===== config.mk =====
export PLATFORM = sky130hd
export DESIGN_NAME = insn_emitter
export DESIGN_NICKNAME = d
export VERILOG_FILES = /design/src/rtl/insn_emitter.sv
export SDC_FILE = /design/constraint.sdc
export NUM_CORES = 1
export LEC_CHECK = 0
export BUFFER_PORTS_ARGS = -buffer_cell sky130_fd_sc_hd__buf_2
export CELL_PAD_IN_SITES_DETAIL_PLACEMENT = 0
export CELL_PAD_IN_SITES_GLOBAL_PLACEMENT = 1
export CORE_ASPECT_RATIO = 1.2
export CORE_MARGIN = 2
export CORE_UTILIZATION = 43
export DETAILED_ROUTE_END_ITERATION = 16
export PLACE_DENSITY = 0.88
export SLEW_MARGIN = 10
export SYNTH_ARGS = -nofsm -noshare
export SYNTH_HDL_FRONTEND = slang
export SYNTH_SLANG_ARGS = --single-unit

===== constraint.sdc =====
create_clock -name clk_i -period 4.53 [get_ports clk_i]
set_clock_uncertainty 0.05 [all_clocks]
set_input_delay 0.6795 -clock clk_i [delete_from_list [all_inputs] [get_ports clk_i]]
set_output_delay 0.6795 -clock clk_i [all_outputs]
set_load 0.03 [all_outputs]

===== src/rtl/insn_emitter.sv =====
// rtl/insn_emitter.sv - symbolic op request to RV32I instruction word stream encoder
// Pseudo-ops LI and CALL expand to one or two words; illegal requests are consumed and flagged.
module insn_emitter #(
  parameter int CNT_W = 16
) (
  input  logic             clk_i,
  input  logic             rst_ni,
  input  logic             req_valid_i,
  output logic             req_ready_o,
  input  logic [3:0]       req_op_i,
  input  logic [4:0]       req_rd_i,
  input  logic [4:0]       req_rs1_i,
  input  logic [4:0]       req_rs2_i,
  input  logic [31:0]      req_imm_i,
  output logic             insn_valid_o,
  input  logic             insn_ready_i,
  output logic [31:0]      insn_o,
  output logic             insn_last_o,
  output logic             err_o,
  output logic [CNT_W-1:0] emitted_cnt_o
);

  localparam logic [3:0] OP_NOP    = 4'd0;
  localparam logic [3:0] OP_MV     = 4'd1;
  localparam logic [3:0] OP_LI     = 4'd2;
  localparam logic [3:0] OP_CALL   = 4'd3;
  localparam logic [3:0] OP_J      = 4'd4;
  localparam logic [3:0] OP_RET    = 4'd5;
  localparam logic [3:0] OP_ADD    = 4'd6;
  localparam logic [3:0] OP_LW     = 4'd7;
  localparam logic [3:0] OP_SW     = 4'd8;
  localparam logic [3:0] OP_ECALL  = 4'd9;
  localparam logic [3:0] OP_EBREAK = 4'd10;

  localparam logic [6:0] OPC_OPIMM  = 7'b0010011;
  localparam logic [6:0] OPC_LUI    = 7'b0110111;
  localparam logic [6:0] OPC_AUIPC  = 7'b0010111;
  localparam logic [6:0] OPC_JAL    = 7'b1101111;
  localparam logic [6:0] OPC_JALR   = 7'b1100111;
  localparam logic [6:0] OPC_OP     = 7'b0110011;
  localparam logic [6:0] OPC_LOAD   = 7'b0000011;
  localparam logic [6:0] OPC_STORE  = 7'b0100011;

  localparam logic [4:0] X0 = 5'd0;
  localparam logic [4:0] X1 = 5'd1;

  typedef enum logic [1:0] {
    IDLE  = 2'd0,
    EMIT1 = 2'd1,
    EMIT2 = 2'd2
  } state_e;

  state_e           state_q, state_d;
  logic [31:0]      insn_q, insn_d;
  logic [31:0]      pend_q, pend_d;
  logic             two_q, two_d;
  logic             last_q, last_d;
  logic             err_q, err_d;
  logic [CNT_W-1:0] cnt_q, cnt_d;

  logic [31:0] enc_w0, enc_w1;
  logic        enc_two, enc_bad;
  logic [19:0] imm_hi;
  logic [11:0] imm_lo;
  logic        imm_fits12, imm_fits21;
  logic        req_fire, out_fire, load;

  // Rounding the upper part by bit 11 compensates for ADDI sign-extending the low part.
  assign imm_hi     = req_imm_i[31:12] + {19'd0, req_imm_i[11]};
  assign imm_lo     = req_imm_i[11:0];
  assign imm_fits12 = (&req_imm_i[31:11]) | ~(|req_imm_i[31:11]);
  assign imm_fits21 = (&req_imm_i[31:20]) | ~(|req_imm_i[31:20]);

  always_comb begin
    enc_w0  = 32'h0000_0013;
    enc_w1  = 32'h0000_0000;
    enc_two = 1'b0;
    enc_bad = 1'b0;
    case (req_op_i)
      OP_NOP:    enc_w0 = 32'h0000_0013;
      OP_MV:     enc_w0 = {12'd0, req_rs1_i, 3'b000, req_rd_i, OPC_OPIMM};
      OP_LI: begin
        if (imm_fits12) begin
          enc_w0 = {imm_lo, X0, 3'b000, req_rd_i, OPC_OPIMM};
        end else begin
          enc_w0  = {imm_hi, req_rd_i, OPC_LUI};
          enc_w1  = {imm_lo, req_rd_i, 3'b000, req_rd_i, OPC_OPIMM};
          enc_two = (imm_lo != 12'd0);
        end
      end
      OP_CALL: begin
        enc_w0  = {imm_hi, X1, OPC_AUIPC};
        enc_w1  = {imm_lo, X1, 3'b000, X1, OPC_JALR};
        enc_two = 1'b1;
      end
      OP_J: begin
        enc_w0  = {req_imm_i[20], req_imm_i[10:1], req_imm_i[11], req_imm_i[19:12],
                   X0, OPC_JAL};
        enc_bad = req_imm_i[0] | ~imm_fits21;
      end
      OP_RET:    enc_w0 = 32'h0000_8067;
      OP_ADD:    enc_w0 = {7'd0, req_rs2_i, req_rs1_i, 3'b000, req_rd_i, OPC_OP};
      OP_LW: begin
        enc_w0  = {imm_lo, req_rs1_i, 3'b010, req_rd_i, OPC_LOAD};
        enc_bad = ~imm_fits12;
      end
      OP_SW: begin
        enc_w0  = {req_imm_i[11:5], req_rs2_i, req_rs1_i, 3'b010, req_imm_i[4:0], OPC_STORE};
        enc_bad = ~imm_fits12;
      end
      OP_ECALL:  enc_w0 = 32'h0000_0073;
      OP_EBREAK: enc_w0 = 32'h0010_0073;
      default:   enc_bad = 1'b1;
    endcase
  end

  assign insn_valid_o  = (state_q != IDLE);
  assign insn_o        = insn_q;
  assign insn_last_o   = last_q;
  assign err_o         = err_q;
  assign emitted_cnt_o = cnt_q;

  assign out_fire    = insn_valid_o & insn_ready_i;
  assign req_ready_o = (state_q == IDLE) | (out_fire & last_q);
  assign req_fire    = req_valid_i & req_ready_o;

  always_comb begin
    state_d = state_q;
    insn_d  = insn_q;
    pend_d  = pend_q;
    two_d   = two_q;
    last_d  = last_q;
    load    = 1'b0;
    case (state_q)
      IDLE: begin
        if (req_fire && !enc_bad) load = 1'b1;
      end
      EMIT1: begin
        if (out_fire) begin
          if (two_q) begin
            state_d = EMIT2;
            insn_d  = pend_q;
            last_d  = 1'b1;
          end else if (req_fire && !enc_bad) begin
            load = 1'b1;
          end else begin
            state_d = IDLE;
            last_d  = 1'b0;
          end
        end
      end
      EMIT2: begin
        if (out_fire) begin
          if (req_fire && !enc_bad) begin
            load = 1'b1;
          end else begin
            state_d = IDLE;
            last_d  = 1'b0;
          end
        end
      end
      default: state_d = IDLE;
    endcase
    if (load) begin
      state_d = EMIT1;
      insn_d  = enc_w0;
      pend_d  = enc_w1;
      two_d   = enc_two;
      last_d  = ~enc_two;
    end
  end

  assign err_d = req_fire & enc_bad;
  assign cnt_d = out_fire ? cnt_q + {{(CNT_W-1){1'b0}}, 1'b1} : cnt_q;

  always_ff @(posedge clk_i) begin
    if (!rst_ni) begin
      state_q <= IDLE;
      insn_q  <= 32'd0;
      pend_q  <= 32'd0;
      two_q   <= 1'b0;
      last_q  <= 1'b0;
      err_q   <= 1'b0;
      cnt_q   <= '0;
    end else begin
      state_q <= state_d;
      insn_q  <= insn_d;
      pend_q  <= pend_d;
      two_q   <= two_d;
      last_q  <= last_d;
      err_q   <= err_d;
      cnt_q   <= cnt_d;
    end
  end

endmodule


== Yosys cells after proc, flatten, opt, wreduce, memory -nomap -nowiden ==
Index checks and enable logic that the tools add are counted.

* Reduce and logical (&&, ||, !) cells: 21
* Magnitude comparators: 0
* Bitwise gates (word level): 15
* Divide/modulo/power cells: 0
* Eq/ne operators: 17
* $mul: 0
* Muxes and demuxes: 28
* $add $sub $neg: 2
* Shift operators: 0

{| class="wikitable"
|+ Operators with widths
! cell !! number
|-
| 32-bit case mux with 10 select lines || 1
|-
| 32-bit 2-to-1 mux || 6
|-
| 32-bit case mux with 2 select lines || 1
|-
| 21-bit AND reduction || 1
|-
| 21-bit OR reduction || 1
|-
| 20-bit by 1-bit adder with 20-bit output || 1
|-
| 16-bit by 1-bit adder with 16-bit output, second input constant || 1
|-
| 4-bit by 3-bit == test with 1-bit output, second input constant || 4
|-
| 4-bit == test, second input constant || 3
|-
| 12-bit AND reduction || 1
|-
| 3-bit AND reduction || 4
|-
| 12-bit nonzero test || 1
|-
| 12-bit OR reduction || 1
|-
| 1-bit 2-to-1 mux || 11
|-
| 4-bit by 2-bit == test with 1-bit output, second input constant || 2
|-
| 2-bit 2-to-1 mux || 4
|-
| 2-bit nonzero test || 4
|-
| 8-bit OR reduction || 1
|-
| 1-bit NOT || 7
|-
| 2-bit != test, second input constant || 3
|-
| 3-bit != test, second input constant || 2
|-
| 1-bit case mux with 3 select lines || 2
|-
| 2-bit case mux with 3 select lines || 1
|-
| 1-bit AND || 4
|-
| other kinds (11) || 16
|}

* Bits in writable memories: 0
* Bits of input ports: 55
* ROM bits: 0
* Logic and storage cells: 91
* Latch bits: 0
* Register bits: 85
* Memories: 0
* Output and inout port bits: 52

== Logic depth before layout (Yosys ltp) ==
Gate-level depths: netlist of run 1.

* Word-level depth: 14
* Gate-level depth with buffers: 12
* Depth with buffers taken out: 9

== Least setup slack after synthesis of run 1 ==
OpenSTA, ideal clock, no wires.

* Path kind: input -> register
* Start: in req_imm_i[14]
* End: reg insn_q[25] (netlist: insn_o[25])
* Required time: 4.343 ns
* Stages: 11
* Slack: 1.571 ns
* Arrival time: 2.773 ns
* Path buffers: 5
* Setup time: 0.137 ns
* Cells stage by stage: clkbuf_1 > nand4_1 > or3_1 > clkbuf_1 > o22ai_2 > buf_2 > o211ai_1 > buf_2 > buf_2 > a221oi_1 > o211ai_1

* Word-level cells in the longest chain between the ends: 13
* Elaborated cells between the ends (all ways): 21
* Those cells by class: 1 x add/sub; 9 x mux; 3 x bitwise; 8 x reduce/logical

{| class="wikitable"
|+ Ends and longest elaborated chain
! element !! line !! source
|-
| start: declaration || 14 || <nowiki>input logic [31:0] req_imm_i,</nowiki>
|-
| 21-bit OR reduction || 71 || <nowiki>assign imm_fits12 = (&req_imm_i[31:11]) | ~(|req_imm_i[31:11]);</nowiki>
|-
| 1-bit NOT || 71 ||
|-
| 1-bit OR || 71 ||
|-
| 1-bit NOT || 105, 109 ||
|-
| 1-bit case mux with 3 select lines || 79 || <nowiki>case (req_op_i)</nowiki>
|-
| 1-bit logical NOT || 136, 144, 154 ||
|-
| 1-bit logical AND || 136, 144, 154 ||
|-
| 1-bit 2-to-1 mux || 136, 144, 154 ||
|-
| 1-bit 2-to-1 mux || 140 || <nowiki>if (two_q) begin</nowiki>
|-
| 1-bit 2-to-1 mux || 139 || <nowiki>if (out_fire) begin</nowiki>
|-
| 1-bit case mux with 3 select lines || 134 || <nowiki>case (state_q)</nowiki>
|-
| 2-bit nonzero test (no line) || - ||
|-
| 3-bit AND reduction (no line) || - ||
|-
| end signal: assignment || 187 || <nowiki>insn_q <= insn_d;</nowiki>
|-
| end: declaration || 54 || <nowiki>logic [31:0] insn_q, insn_d;</nowiki>
|}

Several ways; a longest one is shown, not always the timed one.
A chain may end at the register's enable or synchronous reset.

== Final worst setup path of run 1 ==
* Start: in req_imm_i[11]
* End: reg insn_q[27] (netlist: insn_o[27])

The elaborated chain is that of the path after synthesis.

==> metrics.yaml, run 1 <==
fin_crit_sh_pct: 69.96
post_cts_resize_count: 0
routed_wl_um: 15130
antenna_found_initial: 0
layout_commonest_cell: "buf_2"
std_cell_rows: 42
overflow: 0
synth.top_cell.area_share_pct: 30.05
place_congestion: 0.9148
cap_violations: 0
io_buffer_count: 106
cp.arrival_ns: 3.33
start_kind: "input port"
hold_path.class: "reg -> reg"
cts_hold_buf: 0
status: "finished, final reports clean"
required_ns: 4.69
drive_above_1_share_pct: 21.70
antenna_cells: 0
hold_path_depth: 2
fin_setup_tns_ns: 0
drc: 0
clkTransAtPathRegs_ns: 0.06
nets: 763
area_growth_pct: 19.48
setup_ws_ns: 1.361
syn_area_um2: 4797
cp_max_fo: 15
antenna_left: 0
vias_per_cell: 6.078
core_area_um2: 10930
final_cell_mix: "buf_2, dfxtp_1, nand2_1"
postCtsSetupRepairBufs: 0
hold_start: "pend_q[21]"
synth_area_per_cell_um2: 7.826
synth_top_flop_cell: "dfxtp_1"
clockBufferDepth: 2
busiest_layer: "met2"
synth-async-reset-ratio_pct: 0
yosys.area.top_type: "dfxtp_1"
grt_pass1_vias: 4607
rsz0062_at_grt: "false"
clock_sinks: 72
cp-end-kind: "register"
slew_viol_final: 0
grt_util_met3_pct: 3.786
min_to: "pend_q[21]"
drt_pass1_iterations: 6
synth-edff-count: 0
r2r_end: "insn_o[2]"
cts_tree: "done"
ys_seq_elements: 72
fin_hold_ws_ns: 0.4061
critical_path_class: "in -> reg"
htreeDepth: 3
rr_startpoint: "state_q[0]"
met2_usage_pct: 41.69
ir_drop_v: 0.0001995
max_freq_mhz: 315.5
syn_nets: 676
start_util_pct: 43.89
hold_viol: 0
synthTopCellsByArea: "dfxtp_1, nand2_1, mux2i_1"
worst_slew_pin_slew_ns: 0.8007
p_leak_uw: 0.002382
power_density_nw_per_um2: 304.1
grt_pass1_wl_um: 23890
wl_per_cell_um: 18.08
place_ws_ns: 1.070
setup_viol_count_final: 0
cts_root_buf: "clkbuf_16"
design.die.area_um2: 12020
power_uw: 1743
fillerInstances: 1127
synthCells: 613
relSlewSlack_pct: 46.12
cts_buffers: 9
fin_crit_ns: 3.169
rrSetupSlack_ns: 1.51
grt_max_degree: 55
die_h_um: 119.7
synth.distinct_cells: 71
vias: 5087
die_x_um: 100.4
dr.first_iter.drc_count: 374
dp_hpwl_um: 11360
ff2ff_path_depth: 10
synth-seq-area-share_pct: 30.05
clk_latency_ns: 0.34
met1_usage_pct: 32.75
ys_warn_count: 0
ios: 107
grtUsageTotal_pct: 25.06
-- worst max-delay path: stages --
cell and delay, ns:
buf_2 0.14, ha_1 0.21, nand4_1 0.15, or3_1 0.42, nor3_1 0.44, nor2_1 0.09, buf_4 0.17, and3_1 0.37
a222oi_1 0.54, o21ai_1 0.10
-- synthesized netlist by cell type (all sizes together) (16+ instances only) --
master / number
dfxtp: 72
nand2: 57
nor2: 51
o21ai: 42
a21oi: 34
clkbuf: 29
nand3: 25
and2: 22
nor3: 21
mux2i: 20
a22oi: 18
nor4: 16
xor2: 16
-- cell type report --
class                           count  area [µm²]  share of cell area, %
Inverter                           16       60.06                  1.048
Sequential cell                    72        1441                  25.15
Clock buffer                       13       280.3                  4.890
Timing Repair Buffer              120       635.6                  11.09
Clock inverter                      3       46.29                 0.8077
Multi-Input combinational cell    481        3103                  54.14
Tap cell                          132       165.2                  2.881
-- cells by family (layout without fill, tap and decap cells) --
kind of cell	Yosys count	count (layout)	share of synthesized area (%)
AO/OA/AOI/OAI	180	180	26.55
AND/OR/NAND/NOR	245	245	26.63
multiplexers	20	20	4.173
buffers and inverters	60	152	5.399
adder cells (fa/ha/maj)	8	8	2.087
XOR/XNOR	28	28	5.112
flip-flops	72	72	30.05
-- state kept, by name (all words and copies together), names as in the netlist --
register,cells
err_o,1
pend_q,20
state_q,2
insn_last_o,1
insn_o,31
two_q,1
emitted_cnt_o,16
-- layer usage --
| layer | wire [µm] | vias to the layer above |
|---|---|---|
| met5 | 0 | - |
| met4 | 357 | 0 |
| met3 | 872 | 26 |
| met2 | 7325 | 205 |
| met1 | 6575 | 2405 |
| li1 | - | 2451 |
-- through the flow --
step	cells	instance area, µm²	util [%]
floorplan	613	4797	-
global placement	821	5405	49.45
detailed placement	821	5405	49.45
CTS	837	5732	52.44
global route	837	5732	52.44
finish	837	5732	52.44
-- power breakdown --
| group | total (µW) | internal (µW) | switching [µW] | leakage (µW) |
|---|---|---|---|---|
| clock network | 768 | 489 | 280 | 0.000158 |
| logic | 318 | 108 | 211 | 0.00164 |
| registers | 656 | 646 | 10.6 | 0.000581 |
-- worst max-delay path by stage --
stage / startpoint / endpoint / depth (start not counted)
finish: req_imm_i[11] / insn_o[27] / 10
global route: req_imm_i[11] / insn_o[27] / 10
CTS: req_imm_i[11] / insn_o[27] / 10
detailed placement: req_imm_i[11] / insn_o[27] / 10
global placement: req_imm_i[11] / insn_o[27] / 10
floorplan: req_imm_i[14] / insn_o[25] / 11
Power figures use the tool's default switching activity.
==> run 2, diff against run 1 <==
CORE_UTILIZATION = 40   (was 43)
PLACE_DENSITY = 0.83   (was 0.88)
clock period = 3.3 ns   (was 4.53 ns; I/O delays follow)
==> run 2 against run 1 <==
  * Count of clock-buffer cells in the layout down 2
  * Power grew 43%
  * Non-clock buffer count rose by 16
  * First-iteration DRC count is 13% higher
  * Combinational power rose by 43%
  * Routed wire length up 2.5%
  * Hold slack lost 0.026 ns
  * Sequential cell count unchanged
  * Register-to-register slack worse by 1.1 ns
  * Cell area is 3.0% higher
  * Highest routed layer unchanged
  * Critical path type is now reg -> reg
  * Largest cell class unchanged
  * Worst setup slack worse by 0.98 ns
==> metrics.yaml, run 2 (synthesis results as in run 1) <==
status: "finished, final reports clean"
vias_per_cell: 5.941  # -2.3%
io_buffer_count: 106  # unchanged
multi_input_area_um2: 3103  # unchanged
rr_startpoint: "state_q[0]"
die_x_um: 104.0  # +3.5%
seq_area_um2: 1441  # unchanged
layout_commonest_cell: "buf_2"
relSlewSlack_pct: 47.26  # +1.1 points
critical_path_class: "reg -> reg"
start_util_pct: 41.28  # -2.6 points
rsz0062_at_grt: "false"
drc: 0  # unchanged
antenna_cells: 0  # unchanged
fin_crit_sh_pct: 88.55
hold_path_depth: 3  # +1
grtUsageTotal_pct: 24.26  # -0.80 points
antenna_found_initial: 0  # unchanged
start_kind: "register"
fillerInstances: 1189  # +5.5%
p_leak_uw: 0.002474  # +3.9%
area_growth_pct: 23.06
clockBufferDepth: 2  # unchanged
drive_above_1_share_pct: 23.30  # +1.6 points
final_cell_mix: "buf_2, dfxtp_1, nand2_1"
post_cts_resize_count: 0  # unchanged
cts_buffers: 9  # unchanged
cap_violations: 0  # unchanged
grt_max_degree: 54  # -1.8%
core_area_um2: 11620  # +6.3%
min_to: "pend_q[26]"
wl_per_cell_um: 17.66  # -2.3%
ff2ff_path_depth: 10  # unchanged
nets: 779  # +2.1%
dr.first_iter.drc_count: 422  # +13%
routed_wl_um: 15500  # +2.5%
hold_viol: 0  # unchanged
largest_register_ffs: 31  # unchanged
cp.arrival_ns: 3.13  # -0.20 ns
overflow: 0  # unchanged
htreeDepth: 3  # unchanged
ios: 107  # unchanged
max_freq_mhz: 342.2
place_congestion: 0.9188  # +0.44%
required_ns: 3.51  # -1.18 ns
die_h_um: 124.0  # +3.6%
design.die.area_um2: 12890  # +7.2%
antenna_left: 0  # unchanged
drt_pass1_iterations: 6  # unchanged
fin_crit_ns: 2.922
rrSetupSlack_ns: 0.38  # -1.13 ns
vias: 5216  # +2.5%
cts_root_buf: "clkbuf_16"
clock_sinks: 72  # unchanged
hold_start: "req_imm_i[6]"
clkTransAtPathRegs_ns: 0.06  # about the same
slew_viol_final: 0  # unchanged
ir_drop_v: 0.0002627  # +32%
hold_path.class: "in -> reg"
postCtsSetupRepairBufs: 0  # unchanged
setup_viol_count_final: 0  # unchanged
utilization_pct: 50.80  # -1.6 points
cp-end-kind: "register"
power_density_nw_per_um2: 421.8  # +39%
grt_pass1_vias: 4838  # +5.0%
cp_max_fo: 26  # +11
dp_hpwl_um: 11890  # +4.6%
r2r_end: "insn_o[17]"
worst_slew_pin_slew_ns: 0.7912  # -0.009589 ns
clk_latency_ns: 0.34  # about the same
cts_tree: "done"
fin_setup_tns_ns: 0  # unchanged
grt_pass1_wl_um: 24930  # +4.4%
cts_hold_buf: 0  # unchanged
std_cell_rows: 43  # +2.4%
==> run 2: per-stage QoR <==
step                cells  hold slack (ns)  total power, µW  cell area, µm²  setup slack, ns
floorplan             613           0.3787             1198            4797           0.5251
finish                878           0.3804             2490            5903           0.3780
CTS                   878           0.3751             2505            5903           0.4574
detailed placement    862           0.4007             1366            5557           0.2156
global placement      862           0.3927             1363            5557           0.2598
global route          878           0.3950             2583            5903           0.2304
==> run 2: final cells by class <==
cell class,count,share of cell area [%]
Timing Repair Buffer,136,12.80
Multi-Input combinational cell,481,52.56
Clock inverter,5,1.759
Sequential cell,72,24.42
Clock buffer,11,4.112
Tap cell,157,3.328
Inverter,16,1.017
==> run 2: worst max path at each step <==
stage	from	end	slack [ns]	cells after the start
after global placement	req_imm_i[11]	insn_o[17]	0.26	10
after global routing	state_q[0]	insn_o[22]	0.23	10
after detailed placement	req_imm_i[11]	insn_o[17]	0.22	10
after CTS	state_q[0]	insn_o[17]	0.46	10
final	state_q[0]	insn_o[17]	0.38	10
after floorplan	req_imm_i[14]	insn_o[25]	0.53	11
==> run 2: report_power, final <==
| part | internal (µW) | switching [µW] |
|---|---|---|
| logic | 161 | 294 |
| registers | 887 | 15.4 |
| clock network | 759 | 373 |
==> run 2: routing by layer <==
layer | track usage, % | up-vias | wire (µm)
li1 | - | 2486 | -
met3 | 3.611 | 32 | 1026
met1 | 30.75 | 2458 | 6660
met4 | 9.122 | 0 | 371
met5 | 0 | - | 0
met2 | 42.06 | 240 | 7444
==> run 2: worst max-delay path, stage by stage (launching register included) <==
cell and delay (ns):
dfxtp_1 0.39, inv_1 0.18, ha_1 0.27, a21o_1 0.13, nand2_1 0.16, nor4_1 0.39, o211ai_1 0.21, buf_4 0.29
nor4_1 0.52, o21ai_1 0.11, mux2i_1 0.14
